### src/rtl/systolic_pkg.sv
// rtl/systolic_pkg.sv - shared systolic array types and constants
package systolic_pkg;

  // Byte lanes feeding the downstream skew buffer.
  localparam int LANES = 4;

  // Zero words appended after the data so the deepest skew lane drains.
  localparam int FLUSH_N_DEFAULT = LANES - 1;

  typedef enum logic [1:0] {
    IDLE  = 2'd0,
    READ  = 2'd1,
    FLUSH = 2'd2,
    DONE  = 2'd3
  } feeder_state_e;

endpackage

### src/rtl/input_feeder.sv
// rtl/input_feeder.sv - streams K SRAM words plus zero flush words to the skew buffer
module input_feeder
  import systolic_pkg::*;
#(
  parameter int ADDR_W  = 16,
  parameter int DATA_W  = 32,
  parameter int FLUSH_N = FLUSH_N_DEFAULT
) (
  input  logic              clk,
  input  logic              rst_n,
  input  logic              start,
  input  logic [ADDR_W-1:0] base_addr,
  input  logic [ADDR_W-1:0] k_len,
  output logic              sram_en,
  output logic [ADDR_W-1:0] sram_addr,
  input  logic [DATA_W-1:0] sram_rdata,
  output logic [DATA_W-1:0] out_data,
  output logic              out_valid,
  output logic              busy,
  output logic              done
);

  // FLUSH lasts FLUSH_N word slots plus two drain cycles for the read pipeline.
  localparam logic [ADDR_W-1:0] FLUSH_WORDS = ADDR_W'(FLUSH_N);
  localparam logic [ADDR_W-1:0] FLUSH_LAST  = ADDR_W'(FLUSH_N + 1);

  feeder_state_e     state;
  logic [ADDR_W-1:0] cnt;
  logic [ADDR_W-1:0] len_q;
  logic              rd_valid;
  logic              rd_zero;
  logic              flush_word;

  // A flush slot behaves like a read whose data is forced to zero.
  assign flush_word = (state == FLUSH) && (cnt < FLUSH_WORDS);

  // Control FSM: issues reads, times the flush/drain, and owns busy/done.
  always_ff @(posedge clk or negedge rst_n) begin
    if (!rst_n) begin
      state     <= IDLE;
      cnt       <= '0;
      len_q     <= '0;
      sram_en   <= 1'b0;
      sram_addr <= '0;
      busy      <= 1'b0;
      done      <= 1'b0;
    end else begin
      case (state)
        IDLE, DONE: begin
          state     <= IDLE;
          cnt       <= '0;
          sram_en   <= 1'b0;
          sram_addr <= '0;
          busy      <= 1'b0;
          done      <= 1'b0;
          if (start) begin
            len_q <= k_len;
            busy  <= 1'b1;
            if (k_len == '0) begin
              state <= DONE;
              done  <= 1'b1;
            end else begin
              state     <= READ;
              sram_en   <= 1'b1;
              sram_addr <= base_addr;
              cnt       <= ADDR_W'(1);
            end
          end
        end
        READ: begin
          if (cnt == len_q) begin
            state     <= FLUSH;
            cnt       <= '0;
            sram_en   <= 1'b0;
            sram_addr <= '0;
          end else begin
            cnt       <= cnt + ADDR_W'(1);
            sram_addr <= sram_addr + ADDR_W'(1);
          end
        end
        FLUSH: begin
          if (cnt == FLUSH_LAST) begin
            state <= DONE;
            cnt   <= '0;
            done  <= 1'b1;
          end else begin
            cnt <= cnt + ADDR_W'(1);
          end
        end
        default: begin
          state     <= IDLE;
          cnt       <= '0;
          sram_en   <= 1'b0;
          sram_addr <= '0;
          busy      <= 1'b0;
          done      <= 1'b0;
        end
      endcase
    end
  end

  // Two-stage output pipeline: track the SRAM latency, then register the word.
  always_ff @(posedge clk or negedge rst_n) begin
    if (!rst_n) begin
      rd_valid  <= 1'b0;
      rd_zero   <= 1'b0;
      out_valid <= 1'b0;
      out_data  <= '0;
    end else begin
      rd_valid  <= sram_en | flush_word;
      rd_zero   <= flush_word;
      out_valid <= rd_valid;
      out_data  <= (rd_valid && !rd_zero) ? sram_rdata : '0;
    end
  end

endmodule

### config.mk
export PLATFORM = sky130hd
export DESIGN_NAME = input_feeder
export DESIGN_NICKNAME = d
export VERILOG_FILES = /design/src/rtl/systolic_pkg.sv /design/src/rtl/input_feeder.sv
export SDC_FILE = /design/constraint.sdc
export NUM_CORES = 1
export LEC_CHECK = 0
export CORE_ASPECT_RATIO = 1.1
export CORE_MARGIN = 3
export CORE_UTILIZATION = 48
export CTS_CLUSTER_SIZE = 16
export DETAILED_ROUTE_END_ITERATION = 12
export PLACE_DENSITY = 0.81
export SETUP_SLACK_MARGIN = 0.02
export SLEW_MARGIN = 20
export SYNTH_ARGS = -nofsm -noshare
export SYNTH_HDL_FRONTEND = slang
export SYNTH_SLANG_ARGS = --single-unit
export TNS_END_PERCENT = 30
### constraint.sdc
create_clock -name clk -period 2.36 [get_ports clk]
set_input_delay 0.472 -clock clk [delete_from_list [all_inputs] [get_ports clk]]
set_output_delay 0.472 -clock clk [all_outputs]
set_load 0.02 [all_outputs]
==> results.md <==
* Gates resized, CTS repair at 0
* Die width at approximately 95 um
* Crit path time final at approximately 2000 ps
* Crit path launch type: flop
* Crit-path cells: xor2_1 -> nor4_2 -> nand4_2 -> buf_4 -> nand3b_1 -> o221ai_1
* Worst skew pair latency at between 300 and 400 ps
* First-pass GRT wire length at 16,100 um
* Multi-input logic area at 0.00178 sq mm
* Final Skew at 11.4 ps
* Placed cell count at 599
* Post-DRT Antenna Nets at 0
* Post-CTS Hold Fix Bufs at 0
* Die Y at a little over 100 um
* Share of layout cells above drive strength 1 at 0.116
* Async S/R FF share, synth at 1.00
* Ant. Diodes at 0
* Worst-path clk slew at 90 ps
* Hpwl dp at 7180 um
* Via count at 3,306
* CTS buffer count at 9
* Largest net degree at the start of global routing at 54
* Layout net count at between 500 and 600
* Distinct cells, synth at 45
* Root buffer cell: clkbuf_8
* Worst-margin pin slew at roughly 710 ps
* Sw Ratio at 0.383
* Starting density of the core at 0.509
* Max-cap viol count at 0
* Syn Std Cell Area at between 0.004 and 0.005 sq mm
* Routed wl met2 at 4840 um
* Req. time, crit path at ~2600 ps
* Outcome: finished clean
* Top sig layer: met4
* Final period util at 0.866
* Warnings, synthesis at 0
* Final hold violation count at 0
* Final Setup Violations at 0
* Slew headroom at 0.526
* M1 wire length at 4060 um
* Total power at 0.00633 W
* Post-CTS Repair Setup Buffers at 0
* Met3 WL at between 700 and 800 um
* Initial antenna violation count at 0
* Yosys reg bits at 88
* Worst vdd ir at 0.711 mV
* Final cell count without fillers at 615
* DR pass1 iterations at 4
* Crit path max-delay family: simple AND/OR/NAND/NOR gates
* CTS tree: built
* Io pins at 119
* Pwr dens at 1120 mW/mm^2
* Net Count, Synth at 453
* CP max FO at 19
* Clock Path Buffers at 2
* Slew Limit Fails at 0
* Area Growth Syn to Fin at 36.8%
* Crit path kind: reg2reg
* Int Pwr at 0.00390 W
* Residual DRC at 0
* FF/Latch Area at 0.00220 sq mm
* Static leakage at 2.46 nW
* Number of fill cells in the layout at 613
* Row count at 34
* Psw at 0.00243 W
* CP Buf/Inv Count at 1
* Total Wirelength at 9910 um
* 1st-iter DRT viols at 206
* Clk sinks at between 80 and 90
* H-tree depth at 3
* Post-Synthesis Cells at 380
* Max incr delay on CP at about 490 ps
* RSZ-0062 raised after global routing: false
* DR vias/cell at 5.38
* Vias in the first global route at between 3k and 4k
* Top FF cell, synth: dfrtp_1
* Critical path's slowest cell: dfrtp_1
* Grt ovf at 0
* Gr usage total at 0.211
* Fmax achieved at 0.489 GHz
* Worst Path Arrival at 2270 ps
* Hold/Removal Path Class: in2async
* Sequential power share at 0.384
* Reg2Reg Setup Slack at 320 ps
* Gp weighted congestion at 0.841
* Crit. End Element: flop
* Die area at slightly below 0.01 sq mm
* Seq/Total Area, Yosys at 0.532
* Clock Power Share at 0.165
* Per-cell routed wire length at 16.1 um
* Mean Syn Cell Area at 10.9 sq um
* Core Box Area at around 0.0081 sq mm
* Comb power frac at 0.451
* Post-synth EDFFs at 0
* PortBufs at 118
-- cells in the final DEF, fill, tap and decap left out, types with 5 or more instances in the layout --
| master | netlist | layout |
|---|---|---|
| buf_4 | 2 | 15 |
| o21ai_0 | 15 | 15 |
| clkdlybuf4s50_1 | 0 | 117 |
| inv_1 | 13 | 13 |
| mux2_2 | 16 | 16 |
| nand4_1 | 14 | 14 |
| a22oi_1 | 12 | 12 |
| nor4_1 | 7 | 7 |
| dfrtp_1 | 88 | 88 |
| xor2_1 | 24 | 24 |
| and3_1 | 9 | 9 |
| a31oi_1 | 5 | 5 |
| clkbuf_8 | 0 | 9 |
| nand2_1 | 24 | 24 |
| and2_1 | 33 | 33 |
| ha_1 | 6 | 6 |
| nand3_1 | 16 | 16 |
| xnor2_1 | 6 | 6 |
| nor2_1 | 26 | 26 |
-- synth_stat cells, drive strengths merged, types with 3 or more instances --
master   n  area (sq um)
and2    33           206
and3     9          56.3
and4     5          45.0
buf      7          58.8
nand4   15           100
a31oi    5          31.3
mux2    18           203
nor4    11          93.8
nor4bb   3          30.0
clkbuf  15          60.1
ha       6          75.1
nand3   16          80.1
nor2    26          97.6
o221ai   4          35.0
a22oi   12          90.1
o21ai   17          88.8
xnor2    6          52.6
inv     13          48.8
nor4b    5          50.0
nand2   24          90.1
dfrtp   88          2200
xor2    24           210
-- registers in the layout, summed over array words and instances (netlist names) --
register	count
busy	1
cnt	16
done	1
len_q	16
out_data	32
out_valid	1
rd_valid	1
rd_zero	1
sram_addr	16
sram_en	1
state	2
-- final cells by class --
class                      count  share of cell area
multi-input combinational    257               0.314
timing repair buffer         133               0.230
inverter                      13             0.00862
clock buffer                   9              0.0219
sequential                    88               0.389
clock inverter                 7              0.0124
tap                          108              0.0239
-- per-layer routing --
metal	GRT usage	vias up
met5	0	-
met4	0.0921	0
met3	0.0593	17
met2	0.331	131
met1	0.276	1590
li1	-	1568
-- power groups by stage --
stage,Clock [W],Combinational (W),Sequential (W)
after floorplan,0,0.00135,0.00274
after global placement,0,0.00279,0.00243
after global routing,0.00113,0.00313,0.00249
after CTS,0.00106,0.00287,0.00242
after detailed placement,0,0.00285,0.00245
final,0.00105,0.00285,0.00243
-- final timing paths --
path | startpoint | to | depth (start not counted)
hold reg to reg | rd_valid | out_valid | 0
min in group clk | rd_valid | out_valid | 0
setup reg to reg | cnt[8] | sram_addr[6] | 6
setup / recovery | cnt[8] | sram_addr[6] | 6
max in group asynchronous | rst_n | busy | 2
hold / removal | rst_n | out_data[17] | 1
-- per-stage QoR --
step,TNS [ps],instance area (sq um),worst slack [ps],utilization,hold WS [ps]
after CTS,0,5650,43.8,0.696,60.8
after global placement,-2190,5460,-235,0.672,362
final,0,5660,316,0.697,52.0
after floorplan,0,4140,405,-,176
after global routing,0,5660,215,0.697,80.1
after detailed placement,-3510,5460,-325,0.672,362
-- kinds of logic (layout without fill, tap and decap cells) --
family,Yosys count,after routing,share of synthesized area
mux,18,18,0.0490
simple gates,160,160,0.227
buf+inv,35,162,0.0405
fa+ha+maj,6,6,0.0181
flops,88,88,0.532
xor+xnor,30,30,0.0635
compound gates,43,43,0.0698
Note: power is estimated with default switching activity, not from simulation.
